$ cat src/rtl/lock_pkg.sv
// Shared types for the lock controller: FSM state encoding and the op_mode bus values.
// The LOCKOUT state only exists when LOCKOUT_EN is defined.
package lock_pkg;

   typedef enum logic [2:0] {
      ST_IDLE      = 3'd0,
      ST_SAVE_INIT = 3'd1,
      ST_OPEN      = 3'd2,
      ST_SAVE      = 3'd3,
      ST_DELETE    = 3'd4,
      ST_LOCKED    = 3'd5,
      ST_COMPARE   = 3'd6
`ifdef LOCKOUT_EN
      ,
      ST_LOCKOUT   = 3'd7
`endif
   } lock_state_e;

   typedef enum logic [1:0] {
      OP_STANDBY = 2'd0,
      OP_SAVE    = 2'd1,
      OP_DELETE  = 2'd2,
      OP_COMPARE = 2'd3
   } op_mode_e;

   // Which external engine a state is driving; standby for every waiting state.
   function automatic op_mode_e mode_of(input lock_state_e s);
      op_mode_e m;
      m = OP_STANDBY;
      case (s)
         ST_SAVE_INIT, ST_SAVE: m = OP_SAVE;
         ST_DELETE:             m = OP_DELETE;
         ST_COMPARE:            m = OP_COMPARE;
         default:               m = OP_STANDBY;
      endcase
      return m;
   endfunction

endpackage

$ cat src/rtl/lock_timer.sv
// Up-counter with clear; done is asserted for the cycle in which the count sits at TERMINAL
// while enabled, so the caller can act on the same edge that would take it past TERMINAL.
module lock_timer #(
   parameter int           W        = 8,
   parameter logic [W-1:0] TERMINAL = '0
) (
   input  logic clk,
   input  logic reset,
   input  logic clr,
   input  logic en,
   output logic done
);

   logic [W-1:0] cnt_q;
   logic [W-1:0] cnt_d;

   always_comb begin
      cnt_d = cnt_q;
      if (clr) begin
         cnt_d = '0;
      end else if (en && (cnt_q != TERMINAL)) begin
         cnt_d = cnt_q + 1'b1;
      end
   end

   assign done = en && !clr && (cnt_q == TERMINAL);

   always_ff @(posedge clk) begin
      if (!reset) begin
         cnt_q <= '0;
      end else begin
         cnt_q <= cnt_d;
      end
   end

endmodule

$ cat src/rtl/lock_controller_v2.sv
// PIN lock sequencer driving saver, deleter and comparator engines with auto-relock.
// Define LOCKOUT_EN to add a timed LOCKOUT state after MAX_FAIL consecutive mismatches.
module lock_controller_v2
   import lock_pkg::*;
#(
   parameter int PIN_LEN     = 4,
   parameter int CNT_W       = 3,
   parameter int MAX_FAIL    = 3,
   parameter int LOCKOUT_CYC = 1000,
   parameter int RELOCK_CYC  = 500
) (
   input  logic                          clk,
   input  logic                          reset,
   input  logic                          enter,
   input  logic                          delete,
   input  logic                          lock,
   input  logic [CNT_W-1:0]              counter,
   input  logic                          saver_done,
   input  logic                          deleter_done,
   input  logic                          op_error,
   input  logic                          comparator_done,
   input  logic                          match,
   output logic                          save_start,
   output logic                          delete_start,
   output logic                          compare_start,
   output logic [1:0]                    op_mode,
   output logic                          unlock,
   output logic                          error,
   output logic                          locked_out,
   output logic [$clog2(MAX_FAIL+1)-1:0] fail_cnt,
   output lock_state_e                   state_dbg
);

   localparam int FW          = $clog2(MAX_FAIL + 1);
   localparam int RELOCK_W    = (RELOCK_CYC > 1) ? $clog2(RELOCK_CYC) : 1;
   localparam int RELOCK_TERM = (RELOCK_CYC > 0) ? RELOCK_CYC - 1 : 0;

   lock_state_e state_q, state_d;
   op_mode_e    op_mode_q, op_mode_d;
   logic        save_start_q, save_start_d;
   logic        delete_start_q, delete_start_d;
   logic        compare_start_q, compare_start_d;
   logic        unlock_q, unlock_d;
   logic        error_q, error_d;
   logic [FW-1:0] fail_cnt_q, fail_cnt_d;

   logic pin_ok;
   logic in_open;
   logic relock_clr;
   logic relock_tc;
   logic relock_fire;

   assign pin_ok  = (counter == CNT_W'(PIN_LEN));
   assign in_open = (state_q == ST_OPEN);

   // Idle time in OPEN only; any user action there restarts it.
   assign relock_clr  = !in_open || enter || delete || lock;
   assign relock_fire = (RELOCK_CYC != 0) && relock_tc;

   lock_timer #(
      .W        (RELOCK_W),
      .TERMINAL (RELOCK_W'(RELOCK_TERM))
   ) u_relock_timer (
      .clk   (clk),
      .reset (reset),
      .clr   (relock_clr),
      .en    (in_open),
      .done  (relock_tc)
   );

`ifdef LOCKOUT_EN
   localparam int LOCKOUT_W    = (LOCKOUT_CYC > 1) ? $clog2(LOCKOUT_CYC) : 1;
   localparam int LOCKOUT_TERM = (LOCKOUT_CYC > 0) ? LOCKOUT_CYC - 1 : 0;

   logic in_lockout;
   logic lockout_tc;
   logic locked_out_q, locked_out_d;

   assign in_lockout = (state_q == ST_LOCKOUT);

   lock_timer #(
      .W        (LOCKOUT_W),
      .TERMINAL (LOCKOUT_W'(LOCKOUT_TERM))
   ) u_lockout_timer (
      .clk   (clk),
      .reset (reset),
      .clr   (!in_lockout),
      .en    (in_lockout),
      .done  (lockout_tc)
   );
`endif

   // Handshake: a start is a level request raised on entry to the issuing state and held
   // until the engine answers with a one-cycle done; dones seen in any other state are dropped.
   always_comb begin
      state_d         = state_q;
      unlock_d        = 1'b0;
      error_d         = 1'b0;
      fail_cnt_d      = fail_cnt_q;
      save_start_d    = 1'b0;
      delete_start_d  = 1'b0;
      compare_start_d = 1'b0;
      op_mode_d       = OP_STANDBY;
`ifdef LOCKOUT_EN
      locked_out_d    = 1'b0;
`endif

      case (state_q)
         ST_IDLE: begin
            if (enter) begin
               if (pin_ok) begin
                  state_d = ST_SAVE_INIT;
               end else begin
                  error_d = 1'b1;
               end
            end
         end
         ST_SAVE_INIT: begin
            if (saver_done) begin
               if (op_error) begin
                  error_d = 1'b1;
                  state_d = ST_IDLE;
               end else begin
                  state_d = ST_OPEN;
               end
            end
         end
         ST_OPEN: begin
            if (lock) begin
               state_d = ST_LOCKED;
            end else if (enter && delete) begin
               error_d = 1'b1;
            end else if ((enter || delete) && !pin_ok) begin
               error_d = 1'b1;
            end else if (enter) begin
               state_d = ST_SAVE;
            end else if (delete) begin
               state_d = ST_DELETE;
            end else if (relock_fire) begin
               state_d = ST_LOCKED;
            end
         end
         ST_SAVE: begin
            if (saver_done) begin
               error_d = op_error;
               state_d = ST_OPEN;
            end
         end
         ST_DELETE: begin
            if (deleter_done) begin
               error_d = op_error;
               state_d = ST_OPEN;
            end
         end
         ST_LOCKED: begin
            if (pin_ok) begin
               state_d = ST_COMPARE;
            end
         end
         ST_COMPARE: begin
            if (comparator_done) begin
               if (match) begin
                  unlock_d   = 1'b1;
                  fail_cnt_d = '0;
                  state_d    = ST_OPEN;
               end else begin
                  error_d = 1'b1;
                  if (fail_cnt_q < FW'(MAX_FAIL)) begin
                     fail_cnt_d = fail_cnt_q + 1'b1;
                  end
                  state_d = ST_LOCKED;
`ifdef LOCKOUT_EN
                  if (fail_cnt_d == FW'(MAX_FAIL)) begin
                     state_d = ST_LOCKOUT;
                  end
`endif
               end
            end
         end
`ifdef LOCKOUT_EN
         ST_LOCKOUT: begin
            if (lockout_tc) begin
               fail_cnt_d = '0;
               state_d    = ST_LOCKED;
            end
         end
`endif
         default: begin
            state_d = ST_IDLE;
         end
      endcase

      // Outputs are decoded from the next state so they register together with it.
      op_mode_d       = mode_of(state_d);
      save_start_d    = (op_mode_d == OP_SAVE);
      delete_start_d  = (op_mode_d == OP_DELETE);
      compare_start_d = (op_mode_d == OP_COMPARE);
`ifdef LOCKOUT_EN
      locked_out_d    = (state_d == ST_LOCKOUT);
`endif
   end

   always_ff @(posedge clk) begin
      if (!reset) begin
         state_q         <= ST_IDLE;
         op_mode_q       <= OP_STANDBY;
         save_start_q    <= 1'b0;
         delete_start_q  <= 1'b0;
         compare_start_q <= 1'b0;
         unlock_q        <= 1'b0;
         error_q         <= 1'b0;
         fail_cnt_q      <= '0;
`ifdef LOCKOUT_EN
         locked_out_q    <= 1'b0;
`endif
      end else begin
         state_q         <= state_d;
         op_mode_q       <= op_mode_d;
         save_start_q    <= save_start_d;
         delete_start_q  <= delete_start_d;
         compare_start_q <= compare_start_d;
         unlock_q        <= unlock_d;
         error_q         <= error_d;
         fail_cnt_q      <= fail_cnt_d;
`ifdef LOCKOUT_EN
         locked_out_q    <= locked_out_d;
`endif
      end
   end

   assign save_start    = save_start_q;
   assign delete_start  = delete_start_q;
   assign compare_start = compare_start_q;
   assign op_mode       = op_mode_q;
   assign unlock        = unlock_q;
   assign error         = error_q;
   assign fail_cnt      = fail_cnt_q;
   assign state_dbg     = state_q;
`ifdef LOCKOUT_EN
   assign locked_out    = locked_out_q;
`else
   assign locked_out    = 1'b0;
`endif

endmodule
$ cat config.mk
export PLATFORM = sky130hd
export DESIGN_NAME = lock_controller_v2
export DESIGN_NICKNAME = d
export VERILOG_FILES = /design/src/rtl/lock_pkg.sv /design/src/rtl/lock_timer.sv /design/src/rtl/lock_controller_v2.sv
export SDC_FILE = /design/constraint.sdc
export NUM_CORES = 1
export LEC_CHECK = 0
export BUFFER_PORTS_ARGS = -buffer_cell sky130_fd_sc_hd__buf_2
export CAP_MARGIN = 20
export CORE_MARGIN = 3
export CORE_UTILIZATION = 32
export CTS_CLUSTER_SIZE = 25
export DETAILED_ROUTE_END_ITERATION = 8
export PLACE_DENSITY = 0.54
export SLEW_MARGIN = 20
export SYNTH_ARGS = -nofsm -noshare
export SYNTH_HDL_FRONTEND = slang
export SYNTH_SLANG_ARGS = --single-unit
$ cat constraint.sdc
create_clock -name clk -period 1.9 [get_ports clk]
set_clock_uncertainty 0.15 [all_clocks]
set_input_delay 0.285 -clock clk [delete_from_list [all_inputs] [get_ports clk]]
set_output_delay 0.285 -clock clk [all_outputs]
set_load 0.01 [all_outputs]
Word-level counts from Yosys, hierarchy flattened
Cells that the tools add are included.
W data, S select, Z words.
{"block": "word_totals", "register_bits": 21, "inputBits": 13, "out_inout_bits": 13}
{"block": "classes", "add_sub_neg": 2, "order_cmp": 1, "eq_ne": 16, "n_mux": 32, "n_bitwise": 1, "reduce_logical": 18}
{"op": "$mux W3", "count": 14}
{"op": "$pmux W3 S7", "count": 1}
{"op": "$eq A3 B3 Y1 const B", "count": 6}
{"op": "$mux W1", "count": 12}
{"op": "$add A9 B1 Y9 const B", "count": 1}
{"op": "$eq A3 B2 Y1 const B", "count": 3}
{"op": "$eq A9 B9 Y1 const B", "count": 1}
{"op": "$ne A9 B9 Y1 const B", "count": 1}
{"op": "$eq A3 B1 Y1 const B", "count": 2}
{"op": "$mux W2", "count": 3}
{"op": "$pmux W1 S6", "count": 1}
{"op": "$pmux W2 S3", "count": 1}
{"op": "$reduce_and A3 Y1", "count": 2}
{"op": "$logic_and A1 B1 Y1", "count": 5}
{"op": "$eq A2 B2 Y1 const B", "count": 2}
{"op": "$logic_or A1 B1 Y1", "count": 4}
{"op": "$reduce_or A2 Y1", "count": 2}
{"op": "$logic_not A1 Y1", "count": 3}
{"op": "$logic_not A3 Y1", "count": 1}
{"op": "$add A2 B1 Y2 const B", "count": 1}
{"op": "$eq A2 B1 Y1 const B", "count": 1}
{"op": "$lt A2 B2 Y1 const B", "count": 1}
{"op": "$reduce_bool A2 Y1", "count": 1}
{"op": "$not A1 Y1", "count": 1}

Depth between registers and ports, before layout
Gate-level depths: netlist of run 1.
{"block": "logic_depth", "depth_word": 19, "ltp_mapped": 6}

Cells and area by module
From an unflattened synthesis of run 1, not the netlist that was laid out.
{"block": "unflattened", "hier_cells": 137, "hier_area_um2": 1141.1}
{"mod": "lock_controller_v2", "n_inst": 1, "cells_per_inst": 86, "area_each_um2": 674.4}
{"mod": "lock_timer", "n_inst": 1, "cells_per_inst": 51, "area_each_um2": 466.7}

Least setup slack after synthesis of run 1
OpenSTA, ideal clock, no wires.
{"block": "synth_timing", "path_type": "reg-to-reg", "from": "register u_relock_timer.cnt_q[0]", "to": "register op_mode_q[0], in the netlist op_mode[0]", "setup_ns": 0.122, "t_arrival_ns": 1.586, "required_ns": 1.628, "path_slack_ns": 0.042, "stages_incl_launch_ff": 7, "path_buffers": 0, "period_less_slack_ns": 1.858, "path_cell_list": "dfxtp_1 > ha_1 > and4bb_1 > a211o_1 > a311oi_2 > nor3_1 > o21bai_1"}
{"block": "synth_via", "elab_chain_cells": 12, "word_cells_on_any_way": 15, "classes_between": "eq/ne: 5; mux: 8; reduce/logical: 2"}
{"element": "start: declaration", "line": "lock_timer.sv:14", "text": "logic [W-1:0] cnt_q;"}
{"element": "start signal: assignment", "line": "lock_timer.sv:32", "text": "cnt_q <= cnt_d;"}
{"element": "$eq A9 B9 Y1 (*)", "line": "lock_timer.sv:26", "text": "assign done = en && !clr && (cnt_q == TERMINAL);"}
{"element": "$logic_and A1 B1 Y1 (*)", "line": "lock_timer.sv:26"}
{"element": "$mux W3 (*)", "line": "lock_controller_v2.sv:139", "text": "end else if (relock_fire) begin"}
{"element": "$mux W3 (*)", "line": "lock_controller_v2.sv:137", "text": "end else if (delete) begin"}
{"element": "$mux W3 (*)", "line": "lock_controller_v2.sv:135", "text": "end else if (enter) begin"}
{"element": "$mux W3 (*)", "line": "lock_controller_v2.sv:133", "text": "end else if ((enter || delete) && !pin_ok) begin"}
{"element": "$mux W3 (*)", "line": "lock_controller_v2.sv:131", "text": "end else if (enter && delete) begin"}
{"element": "$mux W3 (*)", "line": "lock_controller_v2.sv:129", "text": "if (lock) begin"}
{"element": "$pmux W3 S7 (*)", "line": "lock_controller_v2.sv:108", "text": "case (state_q)"}
{"element": "$eq A3 B1 Y1 or $eq A3 B2 Y1 (tied branches)", "line": "lock_pkg.sv:30", "text": "case (s)"}
{"element": "$reduce_or A2 Y1", "line": "lock_pkg.sv:30"}
{"element": "$pmux W2 S3 (*)", "line": "lock_pkg.sv:30"}
{"element": "end signal: assignment", "line": "lock_controller_v2.sv:218", "text": "op_mode_q <= op_mode_d;"}
{"element": "end: declaration", "line": "lock_controller_v2.sv:39", "text": "op_mode_e op_mode_q, op_mode_d;"}
Every way passes the cells marked *; elsewhere a longest branch is shown, timed or not.
A chain may end at the register's enable or synchronous reset.

Final worst setup path of run 1
{"block": "layout_timing", "from": "register u_relock_timer.cnt_q[1]", "to": "register op_mode_q[0], in the netlist op_mode[0]"}
Same word-level chain as after synthesis.

==> results_dict.tcl, run 1 <==
set metrics [dict create \
    power_mw 0.732 \
    syn_area_per_cell_sq_um 8.91 \
    slowest_delay_ps 360 \
    dpl_worst_slack_ps -20.9 \
    irDropWorstVdd_mv 0.322 \
    r2r_slack_ps 20 \
    dp_hpwl_um 1960 \
    pwr-share-clk 0.287 \
    tns_ps 0 \
    maxCapViolations 0 \
    slew_viol_final 0 \
    track_usage 0.127 \
    power_leakage_nw 0.612 \
    first_pass_iters 4 \
    cts_buffer_depth 2 \
    synth_seq_cells 21 \
    drc 0 \
    cp.required_ps 1950 \
    yosysWarnings 0 \
    yosys.area_share.simple 0.317 \
    synthMuxAreaShare 0.0270 \
    final_cell_mix "buf_2, dfxtp_1, buf_4" \
    fin_util 0.461 \
    hold_path.class "in -> reg" \
    final_common_cell "buf_2" \
    synth_compound_area_frac 0.142 \
    area_growth_pct 31.6 \
    status "finished, final reports clean" \
    num-nets-final 182 \
    syn_area_sq_um 1110 \
    crit_slowest_cell "a311oi_4" \
    die_h_um 65.0 \
    critPathBufInv 0 \
    path_class "reg -> reg" \
    p_sw_mw 0.175 \
    grt_max_degree 14 \
    root_buffer "clkbuf_4" \
    drive_above_1_share 0.361 \
    finalSetupViolations 0 \
    setup_slack_ps 19.0 \
    synth_xor_xnor_area_share 0.0629 \
    synth_adder_area_share 0.0326 \
    diodes 0 \
    final-hold-violation-count 0 \
    path_delay_family "compound AO/OA/AOI/OAI gates" \
    start_util 0.350 \
    rsz0062_at_grt "yes" \
    max_clock_freq_mhz 532 \
    overflow 0 \
    power_frac_seq 0.610 \
    cts_max_level 1 \
    cts.sinks 21 \
    gp_congestion 0.803 \
    grt_pass1_vias 1031 \
    syn_nets 140 \
    crit_arrival_ps 1930 \
    wire_per_inst_um 12.5 \
    dieArea_sq_um 4220 \
    path_max_fanout 3 \
    r2r_cells 6 \
    num_io_pins 26 \
    vias 1057 \
    r2r-end "op_mode[0]" \
    synth_edf_count 0 \
    routed_via_density 5.03 \
    combinationalPowerShare 0.103 \
    port_buffers 24 \
    ys_seq_area_frac 0.378 \
    path_cells "ha_2, and4bb_1, a211o_1, a311oi_4, nor3_2, o21bai_1" \
    p_int_mw 0.557 \
    synth_cells 125 \
    p_per_area_nw_per_um2 500 \
    row_count 20 \
    endpoint "op_mode[0]" \
    post-route-period-util 0.990 \
    fin_crit_ps 1880 \
    grt_pass1_wl_um 4280 \
    worstSkewPairLatency_ps 300 \
    r2r_start "u_relock_timer.cnt_q[1]" \
    drtIter0Drc 27 \
    holdWs_ps 77.8 \
    crit_cells 6 \
    crit_start "u_relock_timer.cnt_q[1]" \
    synth_top_family_by_area "simple AND/OR/NAND/NOR gates" \
    critPathLaunchType "register" \
    hp-start "match" \
    cts_hold_buf 0 \
    wirelength_um 2630 \
    antenna_found_initial 0 \
    antenna_left 0 \
    numCtsBuffers 3 \
    switching_share 0.239 \
    end_kind "register" \
    synth.distinct_cells 44 \
    dieWidth_um 65.0 \
    ys.flop_type "dfxtp_1" \
    cts_tree "yes" \
    path_clk_slew_ps 120 \
    coreArea_sq_um 3180 \
    async_flop_share 0 \
]
==> layer usage <==
| metal | GRT usage | share of wire |
|---|---|---|
| met3 | 0.0381 | 0.054 |
| met5 | 0 | 0 |
| met4 | 0.0211 | 0.0053 |
| met1 | 0.139 | 0.42 |
| met2 | 0.241 | 0.52 |
==> power by group through the flow <==
stage,clock network [mW],logic [mW],registers (mW)
finish,0.210,0.0754,0.446
global route,0.242,0.0825,0.447
CTS,0.226,0.0672,0.447
detailed placement,0,0.0668,0.456
global placement,0,0.0660,0.457
floorplan,0,0.0353,0.457
==> registers in the layout, indices dropped and copies added, names as in the netlist <==
register,count
state_dbg,3
save_start,1
compare_start,1
op_mode,2
u_relock_timer.cnt_q,9
fail_cnt,2
error,1
delete_start,1
unlock,1
==> area by class of cell <==
| cell class | instances | area, sq um |
|---|---|---|
| clock buffers | 3 | 22.5 |
| multi-input cells | 95 | 688 |
| repair buffers | 42 | 255 |
| clock inverters | 1 | 5.00 |
| fillers | 345 | 1710 |
| well taps | 44 | 55.1 |
| flip-flops and latches | 21 | 424 |
| inverters | 4 | 15.0 |
==> through the flow <==
step,instance area [sq um],cells
after floorplan,1110,125
after global placement,1370,203
after detailed placement,1370,203
after CTS,1400,207
after global routing,1470,210
final,1470,210
==> repair_timing <==
| item | 4_1_cts | 5_1_grt |
|---|---|---|
| resized for setup | 0 | 10 |
| setup endpoints to repair | 1 | 10 |
| pin swaps | 1 | 8 |
| cloned | 0 | 0 |
| buffers inserted | 0 | 3 |
==> cells by family after synthesis <==
family	after synthesis
compound gates	20
xor+xnor	8
fa+ha+maj	3
buf+inv	9
flops	21
mux	3
other cells	1
simple gates	60
==> tightest hold or removal path: cells and delay by family <==
kind / cells / cell delay (ps)
buffers and inverters: 1 / 130
AND/OR/NAND/NOR: 2 / 90
==> synth_stat cells (all sizes together) (2+ instances only) <==
cell     n  area [sq um]
or4b     2          20.0
nand3    8          40.0
nand3b   3          22.5
buf      5          27.5
nand2    8          32.5
o22ai    2          12.5
xor2     5          43.8
nor2    17          63.8
nor3     3          15.0
mux2i    3          30.0
nor3b    2          26.3
a21oi    2          10.0
nand4    3          18.8
and4     2          17.5
a31oi    3          18.8
inv      4          15.0
dfxtp   21           420
o21bai   2          15.0
or3b     2          17.5
a22oi    2          15.0
ha       2          25.0
nor2b    4          25.0
xnor2    3          26.3
==> worst min-delay path by stage <==
stage | to | slack [ps] | depth (start not counted)
2_1_floorplan | unlock | 250 | 2
3_3_place_gp | u_relock_timer.cnt_q[8] | 360 | 2
3_5_place_dp | u_relock_timer.cnt_q[8] | 350 | 2
4_1_cts | unlock | 60 | 3
5_1_grt | unlock | 70 | 3
6_report | unlock | 80 | 3
(Power assumes the default switching activity.)
==> run 2: changes to the inputs <==
Settings changed: REMOVE_ABC_BUFFERS from default to 1.
==> results_dict.tcl, run 2 (synthesis results as in run 1) <==
set metrics [dict create \
    status "finished, final reports clean" \
    wirelength_um 2540 \
    overflow 0 \
    port_buffers 24 \
    max_clock_freq_mhz 545 \
    grt_pass1_wl_um 4430 \
    path_delay_family "compound AO/OA/AOI/OAI gates" \
    p_per_area_nw_per_um2 509 \
    track_usage 0.132 \
    diodes 0 \
    path_clk_slew_ps 120 \
    hold_path.class "in -> reg" \
    power_mw 0.727 \
    grt_pass1_vias 1031 \
    path_max_fanout 3 \
    die_h_um 65.0 \
    post-route-period-util 0.965 \
    regMostFlops "u_relock_timer.cnt_q" \
    cts_tree "yes" \
    rsz0062_at_grt "yes" \
    cts_buffer_depth 2 \
    irDropWorstVdd_mv 0.342 \
    end_kind "register" \
    path_cells "ha_4, and4bb_1, a211o_1, a311oi_4, nor3_2, o21bai_1" \
    final_common_cell "buf_2" \
    slew_viol_final 0 \
    drc 0 \
    num_io_pins 26 \
    cp.required_ps 1950 \
    cts_max_level 1 \
    crit_slowest_cell "a311oi_4" \
    tns_ps 0 \
    root_buffer "clkbuf_4" \
    fin_crit_ps 1830 \
    vias 1017 \
    start_util 0.350 \
    worstSkewPairLatency_ps 300 \
    cts_hold_buf 0 \
    antenna_found_initial 0 \
    numCtsBuffers 3 \
    final-hold-violation-count 0 \
    largest_reg_flops 9 \
    maxCapViolations 0 \
    dieWidth_um 65.0 \
    row_count 20 \
    critPathBufInv 0 \
    routed_via_density 4.94 \
    critPathLaunchType "register" \
    num-nets-final 178 \
    antenna_left 0 \
    finalSetupViolations 0 \
    drtIter0Drc 8 \
    first_pass_iters 4 \
    cts.sinks 21 \
    coreArea_sq_um 3180 \
    final_cell_mix "buf_2, nor2_1, dfxtp_1" \
    dp_hpwl_um 2040 \
    crit_arrival_ps 1880 \
    drive_above_1_share 0.340 \
    gp_congestion 0.835 \
    area_growth_pct 28.3 \
    grt_max_degree 13 \
    dieArea_sq_um 4220 \
    nFillCells 330 \
    slowest_delay_ps 370 \
    power_leakage_nw 0.596 \
    path_class "reg -> reg" \
    wire_per_inst_um 12.3 \
]
-- run 2: timing repair --
item                                    4_1_cts  5_1_grt
pin swaps                                     1        5
gates resized for setup                       1        8
setup buffers                                 0        0
endpoints found under the setup margin        2        5
-- run 2: cell type report --
| type | instances | area (sq um) | area share |
|---|---|---|---|
| clock buffer | 3 | 22.5 | 0.0158 |
| clock inverter | 1 | 5.00 | 0.00350 |
| inverter | 4 | 15.0 | 0.0105 |
| multi-input combinational | 95 | 679 | 0.475 |
| sequential | 21 | 427 | 0.299 |
| tap | 44 | 55.1 | 0.0385 |
| timing repair buffer | 38 | 225 | 0.158 |
-- run 2: final timing paths --
kind | start | to | slack (ps) | depth (start not counted)
max | u_relock_timer.cnt_q[0] | op_mode[0] | 70 | 6
max reg2reg | u_relock_timer.cnt_q[0] | op_mode[0] | 70 | 6
min reg2reg | u_relock_timer.cnt_q[7] | u_relock_timer.cnt_q[7] | 390 | 2
min | match | unlock | 80 | 3
-- run 2: where the power goes --
| part | switching (mW) | internal (mW) | total [mW] |
|---|---|---|---|
| clock | 0.134 | 0.0785 | 0.213 |
| sequential | 0.00313 | 0.444 | 0.447 |
| combinational | 0.0362 | 0.0318 | 0.0679 |
-- run 2: tightest hold or removal path, cell delays in order --
cell	delay, ps
buf_2	130
nand2_1	60
nor2_1	30
-- run 2: metal layers --
| layer | GRT usage | up-vias | part of all wire |
|---|---|---|---|
| met5 | 0 | - | 0 |
| met3 | 0.0364 | 2 | 0.040 |
| li1 | - | 527 | - |
| met4 | 0.0237 | 0 | 0.0051 |
| met1 | 0.140 | 472 | 0.41 |
| met2 | 0.258 | 16 | 0.55 |
-- run 2: metrics by stage --
step | cell area (sq um) | hold slack [ps] | worst slack (ps) | util | cells
2_1_floorplan | 1090 | 249 | 42.3 | - | 120
3_3_place_gp | 1370 | 355 | 16.7 | 0.430 | 202
3_5_place_dp | 1370 | 369 | -11.2 | 0.430 | 202
4_1_cts | 1400 | 64.8 | 4.20 | 0.439 | 206
5_1_grt | 1430 | 85.5 | -64.5 | 0.450 | 206
6_report | 1430 | 76.3 | 66.4 | 0.450 | 206
